[config.mk]
export PLATFORM = sky130hd
export DESIGN_NAME = alu_cmd_issue
export DESIGN_NICKNAME = d
export VERILOG_FILES = /design/src/rtl/alu_cmd_issue.sv
export SDC_FILE = /design/constraint.sdc
export NUM_CORES = 1
export LEC_CHECK = 0
export BUFFER_PORTS_ARGS = -buffer_cell sky130_fd_sc_hd__buf_2
export CAP_MARGIN = 15
export CORE_MARGIN = 2
export CORE_UTILIZATION = 30
export CTS_CLUSTER_SIZE = 40
export DETAILED_ROUTE_END_ITERATION = 8
export HOLD_SLACK_MARGIN = 0.03
export PLACE_DENSITY = 0.42
export REMOVE_ABC_BUFFERS = 1
export SYNTH_ARGS = -nofsm -noshare
export SYNTH_HDL_FRONTEND = slang
export SYNTH_SLANG_ARGS = --single-unit
[constraint.sdc]
create_clock -name clk -period 14.5 [get_ports clk]
set_input_delay 4.35 -clock clk [delete_from_list [all_inputs] [get_ports clk]]
set_output_delay 4.35 -clock clk [all_outputs]
set_load 0.01 [all_outputs]
[src/rtl/alu_cmd_issue.sv]
// Command-issue stage: buffers ALU commands in a small FIFO and evaluates the
// head command into a registered result slot with status flags.
module alu_cmd_issue #(
  parameter int unsigned ARRAY_LENGTH = 8,
  parameter int unsigned FIFO_DEPTH   = 4
) (
  input  logic                          clk,
  input  logic                          rst,
  input  logic                          cmd_valid,
  output logic                          cmd_ready,
  input  logic [2:0]                    cmd_op,
  input  logic [ARRAY_LENGTH-1:0]       cmd_a,
  input  logic [ARRAY_LENGTH-1:0]       cmd_b,
  output logic                          res_valid,
  input  logic                          res_ready,
  output logic [ARRAY_LENGTH-1:0]       res_data,
  output logic [2:0]                    res_op,
  output logic                          res_ovf,
  output logic                          res_dz,
  output logic                          res_ill,
  output logic [$clog2(FIFO_DEPTH):0]   fifo_count
);

  localparam int unsigned W  = ARRAY_LENGTH;
  localparam int unsigned W2 = 2 * W;
  localparam int unsigned PW = $clog2(FIFO_DEPTH);
  localparam int unsigned CW = PW + 1;
  localparam int unsigned EW = 3 + 2 * W;
  localparam int unsigned RW = (W + 1) / 2;

  localparam logic [2:0] OP_ADD    = 3'd0;
  localparam logic [2:0] OP_SUB    = 3'd1;
  localparam logic [2:0] OP_MUL    = 3'd2;
  localparam logic [2:0] OP_DIV    = 3'd3;
  localparam logic [2:0] OP_SQUARE = 3'd4;
  localparam logic [2:0] OP_SQRT   = 3'd5;

  logic [EW-1:0] mem [FIFO_DEPTH];
  logic [PW-1:0] wr_ptr;
  logic [PW-1:0] rd_ptr;
  logic          push;
  logic          load;

  logic [2:0]    h_op;
  logic [W-1:0]  h_a;
  logic [W-1:0]  h_b;

  logic [W-1:0]  sum;
  logic [W-1:0]  diff;
  logic [W2-1:0] prod;
  logic [W2-1:0] sqr;
  logic [W-1:0]  quot;
  logic [W-1:0]  root;
  logic [W-1:0]  cand;
  logic [W-1:0]  alu_data;
  logic          alu_ovf;
  logic          alu_dz;
  logic          alu_ill;

  assign cmd_ready = (fifo_count != CW'(FIFO_DEPTH));
  assign push      = cmd_valid && cmd_ready;
  assign load      = (fifo_count != '0) && (!res_valid || res_ready);
  assign {h_op, h_a, h_b} = mem[rd_ptr];

  // Operator datapath for the FIFO head; the digit-by-digit root loop is fixed-length.
  always_comb begin
    alu_data = '0;
    alu_ovf  = 1'b0;
    alu_dz   = 1'b0;
    alu_ill  = 1'b0;
    sum      = h_a + h_b;
    diff     = h_a - h_b;
    prod     = W2'(h_a) * W2'(h_b);
    sqr      = W2'(h_a) * W2'(h_a);
    quot     = '0;
    if (h_b != '0) quot = W'($signed(h_a) / $signed(h_b));
    root = '0;
    cand = '0;
    for (int i = int'(RW) - 1; i >= 0; i--) begin
      cand = root | (W'(1) << i);
      if (W2'(cand) * W2'(cand) <= W2'(h_a)) root = cand;
    end

    case (h_op)
      OP_ADD: begin
        alu_data = sum;
        alu_ovf  = (h_a[W-1] == h_b[W-1]) && (sum[W-1] != h_a[W-1]);
      end
      OP_SUB: begin
        alu_data = diff;
        alu_ovf  = (h_a[W-1] != h_b[W-1]) && (diff[W-1] != h_a[W-1]);
      end
      OP_MUL: begin
        alu_data = prod[W-1:0];
        alu_ovf  = (prod[W2-1:W] != '0);
      end
      OP_DIV: begin
        if (h_b == '0) begin
          alu_dz = 1'b1;
        end else if (h_a == {1'b1, {(W-1){1'b0}}} && h_b == '1) begin
          alu_data = h_a;
          alu_ovf  = 1'b1;
        end else begin
          alu_data = quot;
        end
      end
      OP_SQUARE: begin
        alu_data = sqr[W-1:0];
        alu_ovf  = (sqr[W2-1:W] != '0);
      end
      OP_SQRT: alu_data = root;
      default: alu_ill = 1'b1;
    endcase
  end

  // Pointers, occupancy and the result slot.
  always_ff @(posedge clk) begin
    if (rst) begin
      wr_ptr     <= '0;
      rd_ptr     <= '0;
      fifo_count <= '0;
      res_valid  <= 1'b0;
      res_data   <= '0;
      res_op     <= '0;
      res_ovf    <= 1'b0;
      res_dz     <= 1'b0;
      res_ill    <= 1'b0;
    end else begin
      if (push) wr_ptr <= wr_ptr + PW'(1);
      if (load) begin
        rd_ptr    <= rd_ptr + PW'(1);
        res_valid <= 1'b1;
        res_data  <= alu_data;
        res_op    <= h_op;
        res_ovf   <= alu_ovf;
        res_dz    <= alu_dz;
        res_ill   <= alu_ill;
      end else if (res_valid && res_ready) begin
        res_valid <= 1'b0;
      end
      fifo_count <= fifo_count + CW'(push) - CW'(load);
    end
  end

  // Command storage needs no reset; occupancy alone qualifies its contents.
  always_ff @(posedge clk) begin
    if (push) mem[wr_ptr] <= {cmd_op, cmd_a, cmd_b};
  end

endmodule

==> flow_summary_export.csv <==
group,metric,value,unit
global_routing,grt_pass1_wl,47.6,mm
critical_path,worstSetupPathType,"register to register",
cts,cts.htree.levels,3,
synthesis,ys_seq_area_share,25.5,%
floorplanning,core-area,35600,um2
sta,finalSetupViolCount,0,
critical_path,worstPathRequired,14720,ps
cts,clock_sinks,100,
synthesis,async_flop_share,0,%
detailed_routing,drt_iter0_markers,353,
floorplanning,die-height,194,um
detailed_routing,wl_per_cell,18.1,um
cts,cts_root_buffer,"clkbuf_16",
placement,place.gp.congestion,0.856,
global_routing,grtUsageTotal,16.3,%
cts,cts.clk_slew.worst_paths,70,ps
global_routing,grt_pass1_vias,8490,
critical_path,critPathMostFrequentCell,"ha_1",
critical_path,endpoint_kind,"register",
final_layout,n_antenna_cell,0,
sta,maxSlewHeadroom,48.2,%
synthesis,syn_inst,1150,
critical_path,critPathBufInv,5,
final_layout,design_area,12100,um2
detailed_routing,wirelength,30.3,mm
worst_hold_path,hold_class,"register to register",
synthesis,synth_cell_types,73,
floorplanning,io_pins,42,
sta,slew_violations,0,
detailed_routing,drc,0,
detailed_routing,antenna_left,0,
cts,cts_tree,"yes",
sta,fin_crit_sh,93.5,%
final_layout,finish.net_count,1439,
detailed_routing,dr.pass1.iters,4,
floorplanning,start_util,30.5,%
final_layout,multi_input_area,7370,um2
detailed_routing,vias,8211,
critical_path,cp_data_arrival_time,13780,ps
synthesis,synth_edf_count,76,
cts,cts_buffers,9,
floorplanning,fp-row-count,69,
synthesis,synth_area_per_cell,9.43,um2
synthesis,yosysMostFrequentCell,"ha_1",
sta,rsz0062_at_grt,"no",
cts,cts_buffer_depth,2,
placement,place_area,11700,um2
sta,fin_skew,12.3,ps
detailed_routing,routed_via_density,4.91,
critical_path,crit_family,"compound AO/OA/AOI/OAI gates",
final_layout,synthToLayoutAreaGrowth,11.5,%
synthesis,synth_top_area_share,21.0,%
sta,fin_crit,13560,ps
status,status,"finished clean",
synthesis,synth_common_cells,"ha_1, nor2_1, inv_1, nand2_1, edfxtp_1",
synthesis,netlist_area,10800,um2
sta,max_freq,73.8,MHz
final_layout,final_layout_size_suffix_gt1_share,14.2,%
synthesis,yosysWarnings,0,
critical_path,crit_slowest_cell,"dfxtp_2",
floorplanning,fp.dieW,194,um
run,maxCapViolCount,0,
critical_path,cp_max_fo,11,
floorplanning,die_area,37700,um2
cts,ctsHoldBuffers,0,
synthesis,synthTopCellsByArea,"edfxtp_1, ha_1, fa_1, nor2_1, inv_1",
critical_path,cp-start-kind,"register",
global_routing,antenna_found_initial,0,
final_layout,register_area,2770,um2
placement,dp_hpwl,23.7,mm
critical_path,cp_slowest_stage_delay,510,ps
sta,tightest_slew,769,ps
sta,setup_tns,0,ps
placement,io_buffers,41,
cts,worst_skew_pair.late_latency,360,ps
global_routing,grt_max_degree,24,
synthesis,synth-seq-cells,100,
final_layout,fillerInstances,3733,
global_routing,grt_remaining_overflow,0,
synthesis,synth_top_flop_cell,"edfxtp_1",
synthesis,yosysTopAreaCell,"edfxtp_1",
sta,finalHoldViolCount,0,
[layout make-up]
type                    count  share of cell area, %
clock buffers               9                   1.86
clock inverters             7                  0.766
inverters                 147                   4.56
multi-input cells         867                   61.0
flip-flops and latches    100                   22.9
well taps                 461                   4.77
repair buffers             81                   4.18
[sequential cells by signal (all words and copies together) (netlist names), named ones only]
signal / cells
res_op: 3
res_data: 8
res_ill: 1
mem: 76
res_ovf: 1
res_dz: 1
wr_ptr: 2
rd_ptr: 2
res_valid: 1
fifo_count: 3
[final timing paths]
| kind | from | end | slack [ps] | cells past startpoint |
|---|---|---|---|---|
| worst max-delay path | register | res_data[7]$_SDFFE_PP0P_ | 940 | 57 |
| worst min register to register | res_dz$_SDFFE_PP0P_ | res_dz$_SDFFE_PP0P_ | 460 | 2 |
| worst min-delay path | res_dz$_SDFFE_PP0P_ | res_dz$_SDFFE_PP0P_ | 460 | 2 |
| worst max register to register | register | res_data[7]$_SDFFE_PP0P_ | 940 | 57 |
[cells in the final DEF, fill, tap and decap left out, types with 5 or more instances in the layout]
master | synthesis | final
or2_2 | 6 | 6
mux2_4 | 6 | 6
xnor2_1 | 39 | 39
nand2_1 | 87 | 87
edfxtp_1 | 76 | 76
fa_1 | 65 | 65
nand3_1 | 11 | 11
a221oi_1 | 5 | 5
inv_2 | 8 | 8
ha_1 | 145 | 145
o31ai_1 | 10 | 10
nor3_1 | 20 | 19
xor2_1 | 21 | 21
a21o_1 | 14 | 14
mux2i_1 | 31 | 31
o21a_1 | 10 | 10
o22ai_1 | 6 | 5
a21boi_0 | 5 | 5
a211oi_1 | 10 | 9
and3_1 | 7 | 7
o221ai_1 | 6 | 6
nand2b_1 | 9 | 9
nor2_1 | 139 | 139
clkbuf_16 | 0 | 9
buf_2 | 5 | 41
inv_1 | 138 | 138
o21ai_0 | 28 | 25
dfxtp_1 | 24 | 22
mux4_2 | 8 | 8
mux2_2 | 21 | 21
a31oi_1 | 5 | 5
a21oi_1 | 66 | 65
or3_1 | 5 | 5
nor2b_1 | 12 | 12
buf_4 | 3 | 40
[through the flow]
stage	utilization (%)	std cells	hold WS, ps	setup slack [ps]
after floorplan	-	1114	463	412
after global placement	33.0	1654	440	540
after detailed placement	33.0	1654	448	312
after CTS	33.9	1670	457	237
after global routing	34.0	1672	469	37.4
final	34.0	1672	456	944
[kinds of logic after synthesis]
family	after synthesis	synth area share, %
and+or+nand+nor	323	13.5
AOI/OAI and AO/OA	206	13.0
buffers and inverters	183	6.70
DFF	100	25.5
muxes	68	7.74
xor gates and xnor gates	60	4.85
adders and majority gates	210	28.7
[metal layers]
metal	wire length (um)	vias to the layer above	share of wire (%)	track usage (%)
met3	896	32	3.0	2.30
met1	13800	3990	45	20.8
met2	14800	108	49	28.2
li1	-	4081	-	-
met5	0	-	0	0
met4	798	0	2.6	5.30
[worst register-to-register path, delay by kind of cell, from the launching register on]
family	cells	cell delay, ps
flip-flops	1	510
adder cells (fa/ha/maj)	8	2370
AND/OR/NAND/NOR	8	1660
AO/OA/AOI/OAI	29	5700
multiplexers	6	2230
buffers and inverters	5	790
XOR/XNOR	1	140
[what timing repair did]
action | in CTS | in global routing
setup buffers | 0 | 2
endpoints found under the setup margin | 0 | 8
gates resized for setup | 0 | 5
Power is not shown: default switching activity piles up to over one toggle a cycle in this logic, so the estimate is an artifact.
